--- src/rtl/result_wb_ctrl.sv ---
// Write-back controller: buffers 64-bit result rows and writes them in order to the dp result BRAM.
// Define WB_ACCUM_EN to read-modify-write each word (lane-wise 16-bit add onto the stored partial).
module result_wb_ctrl #(
  parameter logic [31:0] RES_BASE   = 32'd0,
  parameter logic [31:0] ADDR_STEP  = 32'd8,
  parameter int          NUM_BLOCKS = 336,
  parameter int          FIFO_DEPTH = 4
) (
  input  logic        clk,
  input  logic        rst_n,
  input  logic        calc_init,
  input  logic [2:0]  mem_mode,
  input  logic        res_valid,
  input  logic [63:0] res_data,
  output logic        res_ready,
  output logic        dp_we,
  output logic        dp_re,
  output logic [31:0] addr_dp,
  output logic [63:0] wdata_dp,
  input  logic [63:0] rdata_dp,
  output logic        wb_busy,
  output logic        wb_done
);

  localparam int PTR_W = $clog2(FIFO_DEPTH);
  localparam int BLK_W = $clog2(NUM_BLOCKS + 1);
  localparam logic [PTR_W:0]   FULL_CNT = (PTR_W + 1)'(FIFO_DEPTH);
  localparam logic [BLK_W-1:0] LAST_BLK = BLK_W'(NUM_BLOCKS - 1);

  typedef enum logic [2:0] {
    S_IDLE   = 3'd0,
    S_RUN    = 3'd1,
    S_ACC_RD = 3'd2,
    S_ACC_WR = 3'd3,
    S_DONE   = 3'd4
  } state_t;

  state_t           r_state, w_state_nxt;
  logic [63:0]      r_mem [FIFO_DEPTH];
  logic [PTR_W-1:0] r_wr_ptr, r_rd_ptr;
  logic [PTR_W:0]   r_count;
  logic [1:0]       r_row;
  logic [BLK_W-1:0] r_blk;
  logic             r_dp_we, r_wb_busy, r_wb_done;
  logic [31:0]      r_addr;

  logic        w_full, w_empty, w_push, w_pop, w_adv, w_last, w_run;
  logic        w_we_nxt, w_done_nxt, w_busy_nxt;
  logic [31:0] w_word, w_addr, w_addr_nxt;
  logic [63:0] w_head;

`ifdef WB_ACCUM_EN
  logic        r_dp_re, w_re_nxt;
  logic [63:0] r_acc_row;

  function automatic logic [63:0] lane_add(input logic [63:0] a, input logic [63:0] b);
    logic [63:0] s;
    s = 64'd0;
    for (int i = 0; i < 4; i++) s[16*i +: 16] = a[16*i +: 16] + b[16*i +: 16];
    return s;
  endfunction
`else
  logic [63:0] r_wdata, w_wdata_nxt;
  logic        w_unused_rdata;
`endif

  assign w_full  = (r_count == FULL_CNT);
  assign w_empty = (r_count == '0);
  assign w_head  = r_mem[r_rd_ptr];
  assign w_run   = (r_state == S_RUN) || (r_state == S_ACC_RD) || (r_state == S_ACC_WR);
  // A pop in the same cycle frees a slot, so a full FIFO can still accept.
  assign res_ready = w_run && (!w_full || w_pop) && !calc_init;
  assign w_push    = res_valid && res_ready;
  assign w_word    = 32'({r_blk, r_row});
  assign w_addr    = RES_BASE + w_word * ADDR_STEP;
  assign w_last    = (r_blk == LAST_BLK) && (r_row == 2'd3);

  // Next-state and next-output decode.
  always_comb begin
    w_state_nxt = r_state;
    w_pop       = 1'b0;
    w_adv       = 1'b0;
    w_we_nxt    = 1'b0;
    w_done_nxt  = 1'b0;
    w_addr_nxt  = 32'd0;
`ifdef WB_ACCUM_EN
    w_re_nxt    = 1'b0;
`else
    w_wdata_nxt = 64'd0;
`endif
    if (calc_init) begin
      w_state_nxt = (mem_mode != 3'd0) ? S_RUN : S_IDLE;
    end else begin
      case (r_state)
        S_IDLE: w_state_nxt = S_IDLE;
        S_RUN: begin
          if (!w_empty) begin
            w_pop      = 1'b1;
            w_addr_nxt = w_addr;
`ifdef WB_ACCUM_EN
            w_re_nxt    = 1'b1;
            w_state_nxt = S_ACC_RD;
`else
            w_we_nxt    = 1'b1;
            w_wdata_nxt = w_head;
            w_adv       = 1'b1;
            w_done_nxt  = w_last;
            w_state_nxt = w_last ? S_DONE : S_RUN;
`endif
          end else begin
            w_state_nxt = S_RUN;
          end
        end
`ifdef WB_ACCUM_EN
        S_ACC_RD: begin
          w_we_nxt    = 1'b1;
          w_addr_nxt  = r_addr;
          w_adv       = 1'b1;
          w_done_nxt  = w_last;
          w_state_nxt = S_ACC_WR;
        end
        S_ACC_WR: begin
          if (r_wb_done) begin
            w_state_nxt = S_DONE;
          end else if (!w_empty) begin
            w_pop       = 1'b1;
            w_addr_nxt  = w_addr;
            w_re_nxt    = 1'b1;
            w_state_nxt = S_ACC_RD;
          end else begin
            w_state_nxt = S_RUN;
          end
        end
`endif
        S_DONE:  w_state_nxt = S_DONE;
        default: w_state_nxt = S_IDLE;
      endcase
    end
    w_busy_nxt = (w_state_nxt == S_RUN) || (w_state_nxt == S_ACC_RD) ||
                 (w_state_nxt == S_ACC_WR) || w_we_nxt;
  end

  // State, registered BRAM strobes and word counters.
  always_ff @(posedge clk or negedge rst_n) begin
    if (!rst_n) begin
      r_state   <= S_IDLE;
      r_dp_we   <= 1'b0;
      r_wb_busy <= 1'b0;
      r_wb_done <= 1'b0;
      r_addr    <= 32'd0;
      r_row     <= 2'd0;
      r_blk     <= '0;
`ifdef WB_ACCUM_EN
      r_dp_re   <= 1'b0;
      r_acc_row <= 64'd0;
`else
      r_wdata   <= 64'd0;
`endif
    end else begin
      r_state   <= w_state_nxt;
      r_dp_we   <= w_we_nxt;
      r_wb_busy <= w_busy_nxt;
      r_wb_done <= w_done_nxt;
      r_addr    <= w_addr_nxt;
`ifdef WB_ACCUM_EN
      r_dp_re   <= w_re_nxt;
      r_acc_row <= w_pop ? w_head : r_acc_row;
`else
      r_wdata   <= w_wdata_nxt;
`endif
      if (calc_init) begin
        r_row <= 2'd0;
        r_blk <= '0;
      end else if (w_adv) begin
        r_row <= r_row + 2'd1;
        r_blk <= (r_row == 2'd3) ? r_blk + BLK_W'(1) : r_blk;
      end else begin
        r_row <= r_row;
        r_blk <= r_blk;
      end
    end
  end

  // Row FIFO; calc_init discards everything buffered.
  always_ff @(posedge clk or negedge rst_n) begin
    if (!rst_n) begin
      r_wr_ptr <= '0;
      r_rd_ptr <= '0;
      r_count  <= '0;
      for (int i = 0; i < FIFO_DEPTH; i++) r_mem[i] <= 64'd0;
    end else if (calc_init) begin
      r_wr_ptr <= '0;
      r_rd_ptr <= '0;
      r_count  <= '0;
    end else begin
      if (w_push) begin
        r_mem[r_wr_ptr] <= res_data;
        r_wr_ptr        <= r_wr_ptr + PTR_W'(1);
      end
      if (w_pop) begin
        r_rd_ptr <= r_rd_ptr + PTR_W'(1);
      end
      case ({w_push, w_pop})
        2'b10:   r_count <= r_count + (PTR_W + 1)'(1);
        2'b01:   r_count <= r_count - (PTR_W + 1)'(1);
        default: r_count <= r_count;
      endcase
    end
  end

  assign dp_we   = r_dp_we;
  assign addr_dp = r_addr;
  assign wb_busy = r_wb_busy;
  assign wb_done = r_wb_done;
`ifdef WB_ACCUM_EN
  assign dp_re    = r_dp_re;
  // Read data lands in the write cycle, so the sum is formed combinationally there.
  assign wdata_dp = r_dp_we ? lane_add(rdata_dp, r_acc_row) : 64'd0;
`else
  assign dp_re          = 1'b0;
  assign wdata_dp       = r_wdata;
  assign w_unused_rdata = ^rdata_dp;
`endif

endmodule

--- config.mk ---
export PLATFORM = sky130hd
export DESIGN_NAME = result_wb_ctrl
export DESIGN_NICKNAME = d
export VERILOG_FILES = /design/src/rtl/result_wb_ctrl.sv
export SDC_FILE = /design/constraint.sdc
export NUM_CORES = 1
export LEC_CHECK = 0
export CAP_MARGIN = 10
export CELL_PAD_IN_SITES_DETAIL_PLACEMENT = 1
export CELL_PAD_IN_SITES_GLOBAL_PLACEMENT = 2
export CORE_MARGIN = 8
export CORE_UTILIZATION = 40
export CTS_BUF_LIST = sky130_fd_sc_hd__clkbuf_8
export DETAILED_ROUTE_END_ITERATION = 16
export MAX_ROUTING_LAYER = met4
export PLACE_DENSITY_LB_ADDON = 0.1
export SLEW_MARGIN = 20
export SYNTH_ARGS = -nofsm -noshare
export SYNTH_HDL_FRONTEND = slang
export SYNTH_SLANG_ARGS = --single-unit
export TNS_END_PERCENT = 100
--- constraint.sdc ---
create_clock -name clk -period 2.7 [get_ports clk]
set_input_delay 0.675 -clock clk [delete_from_list [all_inputs] [get_ports clk]]
set_output_delay 0.675 -clock clk [all_outputs]
set_load 0.005 [all_outputs]
Yosys cells after proc, flatten, opt, wreduce, memory -nomap -nowiden
Cells that the tools add are included.

storage, ports and cells
  bits in registers = 376
  logic and storage cells = 94
  input bits = 135
  output and inout bits = 101

cells by class
  multiplexer cells = 34
  add/subtract/negate cells = 6
  equality and inequality tests = 12
  bitwise operators = 3
  $lt $le $gt $ge = 3
  reductions and logical operators = 21

operator list
  kind                                                                    number
  64-bit 2-to-1 mux                                                       6
  256-bit bitwise mux                                                     1
  64-bit binary-select mux with 2-bit select                              1
  64-bit demux with 2-bit select                                          1
  14-bit 2-to-1 mux                                                       3
  9-bit 2-to-1 mux                                                        3
  3-bit by 2-bit equality test with 1-bit output (second input constant)  4
  2-bit 2-to-1 mux                                                        6
  3-bit 2-to-1 mux                                                        4
  3-bit case mux with 2 select lines                                      2
  9-bit by 1-bit adder with 9-bit output (second input constant)          1
  9-bit equality test (second input constant)                             1
  1-bit 2-to-1 mux                                                        7
  2-bit by 1-bit adder with 2-bit output (second input constant)          3
  3-bit by 1-bit equality test with 1-bit output (second input constant)  2
  3-bit equality test (second input constant)                             2
  3-bit greater-or-equal comparator (second input constant)               2
  1-bit logical OR                                                        6
  2-bit NOT with 3-bit output                                             2
  2-bit nonzero test                                                      3
  3-bit nonzero test                                                      2
  1-bit logical AND                                                       5
  2-bit equality test (second input constant)                             2
  2-bit AND reduction                                                     2
  other kinds (7)                                                         8

Longest topological paths before layout
  depth after elaboration = 11
  mapped depth = 10
  depth with buffers taken out = 10

Worst setup path after synthesis
OpenSTA, ideal clock, no wires.

  path type = input to register
  from = input port calc_init
  to = register r_count[2]
  arrival time = 2.124 ns
  stages = 7
  library setup time = 0.082 ns
  path slack = 0.494 ns
  path buffers = 0
  required time = 2.618 ns
  cells stage by stage = nand2b_1 > inv_4 > nand2b_1 > nor2_1 > fa_1 > or4_1 > a31oi_1

between the ends
  cells in the longest elaborated chain, start to end = 8
  elaborated cells on any way between the ends = 11

RTL lines
  item                                                                                   RTL line  source
  from (decl)                                                                            11        input logic calc_init,
  1-bit 2-to-1 mux                                                                       91        if (calc_init) begin
  1-bit logical OR                                                                       72        assign res_ready = w_run && (!w_full || w_pop) && !calc_init;
  1-bit logical AND                                                                      72
  1-bit logical AND (*)                                                                  72
  named net res_ready                                                                    15        output logic res_ready,
  1-bit logical AND (*)                                                                  73        assign w_push = res_valid && res_ready;
  2-bit by 1-bit equality test with 1-bit output or 2-bit equality test (tied branches)  203       case ({w_push, w_pop})
  3-bit case mux with 2 select lines                                                     203
  3-bit 2-to-1 mux                                                                       191       end else if (calc_init) begin
  to (signal assigned)                                                                   204       2'b10: r_count <= r_count + (PTR_W + 1)'(1);
  to (signal assigned)                                                                   205       2'b01: r_count <= r_count - (PTR_W + 1)'(1);
  to (signal assigned)                                                                   206       default: r_count <= r_count;
  to (decl)                                                                              41        logic [PTR_W:0] r_count;

Mark *: on every way through the listed nets, which the timed path passes. The rest lies on a longest branch.
A chain may end at the register's enable or synchronous reset.

Final worst setup path
  from = register r_state[0]
  to = output port res_ready

between the ends
  cells in the longest elaborated chain, start to end = 6
  elaborated cells on any way between the ends = 10

RTL lines
  item                                            RTL line  source
  from (decl)                                     38        state_t r_state, w_state_nxt;
  from (signal assigned)                          160       r_state <= w_state_nxt;
  3-bit by 1-bit equality test with 1-bit output  70, 94
  1-bit 2-to-1 mux                                94        case (r_state)
  1-bit 2-to-1 mux                                91
  1-bit logical OR                                72
  1-bit logical AND (*) (2 in series)             72
  to (decl)                                       15

Mark *: on every way between the ends. The rest lies on a longest branch, timed or not.

==> metrics.yaml <==
run_status:
  status: "completed"
timing:
  tightest_slew_ps: 678
  fmax_mhz: 425
  drv_slew: 0
  final.setup.tns_ps: 0
  setup_viol: 0
  fin_crit_sh_pct: 87.1
  skew_ps: 31.1
  fin_ws_ps: 348
  rsz0062_at_grt: "no"
  min_period_ps: 2350
  slew_headroom_pct: 54.7
  whs_ps: 483
  hold_violations: 0
placement:
  place_hpwl_mm: 21.2
  dp_slack_ps: 19.4
  post-place-cells: 1537
  place_congestion: 0.699
  io_buffers: 149
power_and_ir_drop:
  power.share.switching_pct: 25.0
  clkPwrFrac_pct: 33.0
  p_int_uw: 10000
  ir_worst_vdd_v: 0.000338
  leakage_uw: 0.00842
  powerDensity_nw_per_um2: 732
  pwr-share-seq_pct: 50.3
  comb_power_share_pct: 16.7
  switching_power_uw: 3330
setup_path:
  required_ps: 2030
  max_stage_delay_ps: 380
  crit_fanout: 3
  crit_arrival_ps: 1680
  path_cells: "ha_1, nand2b_1, inv_4, dlygate4sd2_1"
  startpoint_type: "flip-flop"
  crit_path_end_kind: "output port"
  cpMaxStageDelayCell: "dfrtp_1"
  path_buf_inv: 2
  crit_type: "flip-flop to output port"
  cpLargestDelayFamily: "flip-flops"
floorplan:
  die_width_um: 209
  core_area_sq_um: 36500
  initial_utilization_pct: 40.6
  pin_count: 236
  rows: 70
  die_y_um: 209
  die_area_sq_um: 43500
route:
  num_vias: 8321
  drtIter0Drc: 305
  wirelength_mm: 33.9
  ant_nets: 0
  drtPass1Iterations: 6
  wire_per_inst_um: 20.6
  viasPerCell: 5.06
  drc: 0
clocking:
  cts_buffers: 60
  cts_sinks: 354
  clk_pin_slew_worst_paths_ps: 60
  post_cts_buffers: 0
  root_buffer: "clkbuf_8"
  htree_levels: 2
  clockBufferDepth: 3
  clkLatencyLatePin_ps: 640
  cts_tree: "yes"
synthesis:
  synth_edf_count: 0
  synthTopCellsByArea: "dfrtp_1, mux2_2, mux4_2"
  yosysTopAreaCell: "dfrtp_1"
  synth_area_sq_um: 14800
  synth-seq-cells: 354
  avgSynthCellArea_sq_um: 16.0
  synth_ff_type: "dfrtp_1"
  synth_seq_area_share_pct: 59.7
  synth_cell_types: 41
  yosysTopAreaCellShare_pct: 59.7
  synthArstFlopShare_pct: 100
  netlist_instances: 928
  yosys_warnings: 0
grt:
  grt_first_pass_wirelength_mm: 55.6
  antenna_found_initial: 3
  grt_usage_pct: 16.6
  grt_pass1_vias: 9545
  grt_overflow_total: 0
  grt_max_degree: 64
layout:
  nets: 1276
  fillers: 3536
  area_growth_pct: 23.0
  final_cell_mix: "dfrtp_1, mux2_2, clkdlybuf4s50_1"
  drive_gt1_share_pct: 34.0
  final_util_pct: 50.0
  mostFrequentLayoutCell: "dfrtp_1"
  fin_cells: 1643
worst_hold_path:
  hold_path_class: "flip-flop to flip-flop"
run:
  drv_cap: 0
## synth_stat cells, drive strengths merged, types with 6 or more instances
library cell	instances
a21oi	10
and2	74
buf	60
clkbuf	15
dfrtp	354
ha	8
inv	10
mux2	257
mux4	64
nand2b	6
nand3	8
nor2	12
o31ai	8
or4	6
## cell families (layout without fill, tap and decap cells)
logic type                 Yosys count  in the layout  share of synthesized area (%)
AOI/OAI and AO/OA                   28             28                           1.30
xor gates and xnor gates             5              5                          0.295
adders and majority gates            9              9                          0.810
buffers and inverters               85            308                           3.12
DFF                                354            354                           59.7
muxes                              323            323                           29.4
other                                1             25                         0.0253
and+or+nand+nor                    123            123                           5.33
## routing by layer
metal  up-vias  track usage [%]  wire length [um]
li1       3709                -                 -
met3        55             3.92              1560
met5         -                -                 0
met1      4400             21.0             15200
met4         0             5.27               705
met2       157             26.2             16400
## power groups by stage
stage / logic (uW) / clock network (uW) / registers, uW
floorplan: 1620 / 0 / 6590
global placement: 2230 / 0 / 6780
finish: 2230 / 4410 / 6720
global route: 2460 / 4870 / 6840
CTS: 2290 / 4640 / 6730
detailed placement: 2280 / 0 / 6820
## state kept, by name (all words and copies together) (netlist names)
signal	cells
addr_dp	11
dp_we	1
r_blk	9
r_count	3
r_mem	256
r_rd_ptr	2
r_row	2
r_state	2
r_wr_ptr	2
wb_busy	1
wb_done	1
wdata_dp	64
## per-stage QoR
step / power [uW] / cell area (sq um)
2_1_floorplan: 8200 / 14900
3_3_place_gp: 9010 / 17100
3_5_place_dp: 9100 / 17100
4_1_cts: 13700 / 18200
5_1_grt: 14200 / 18200
6_report: 13400 / 18200
## cell type report
| type | count | area, sq um | area share (%) |
|---|---|---|---|
| Tap cell | 468 | 586 | 3.21 |
| Inverter | 10 | 40.0 | 0.219 |
| Clock inverter | 32 | 133 | 0.727 |
| Timing Repair Buffer | 196 | 2060 | 11.3 |
| Multi-Input combinational cell | 510 | 5590 | 30.6 |
| Antenna cell | 3 | 7.51 | 0.0411 |
| Sequential cell | 354 | 8870 | 48.6 |
| Clock buffer | 70 | 963 | 5.28 |
## timing repair
item                                    CTS  global route
gates resized for setup                   1             0
endpoints found under the setup margin    1             0
hold buffers                              1             0
endpoints found under the hold margin    27             0
## final timing paths
| check | startpoint | depth (start not counted) | slack, ps | endpoint |
|---|---|---|---|---|
| worst max-delay path | r_state[0] | 4 | 350 | res_ready |
| worst min-delay path | r_mem[90] | 1 | 480 | r_mem[90] |
| worst max register to register | r_count[0] | 6 | 590 | r_count[2] |
| worst min register to register | r_mem[90] | 1 | 480 | r_mem[90] |
| max in group asynchronous | rst_n | 4 | 1340 | r_mem[5] |
| min in group asynchronous | rst_n | 2 | 520 | r_mem[227] |
(Power assumes the default switching activity.)
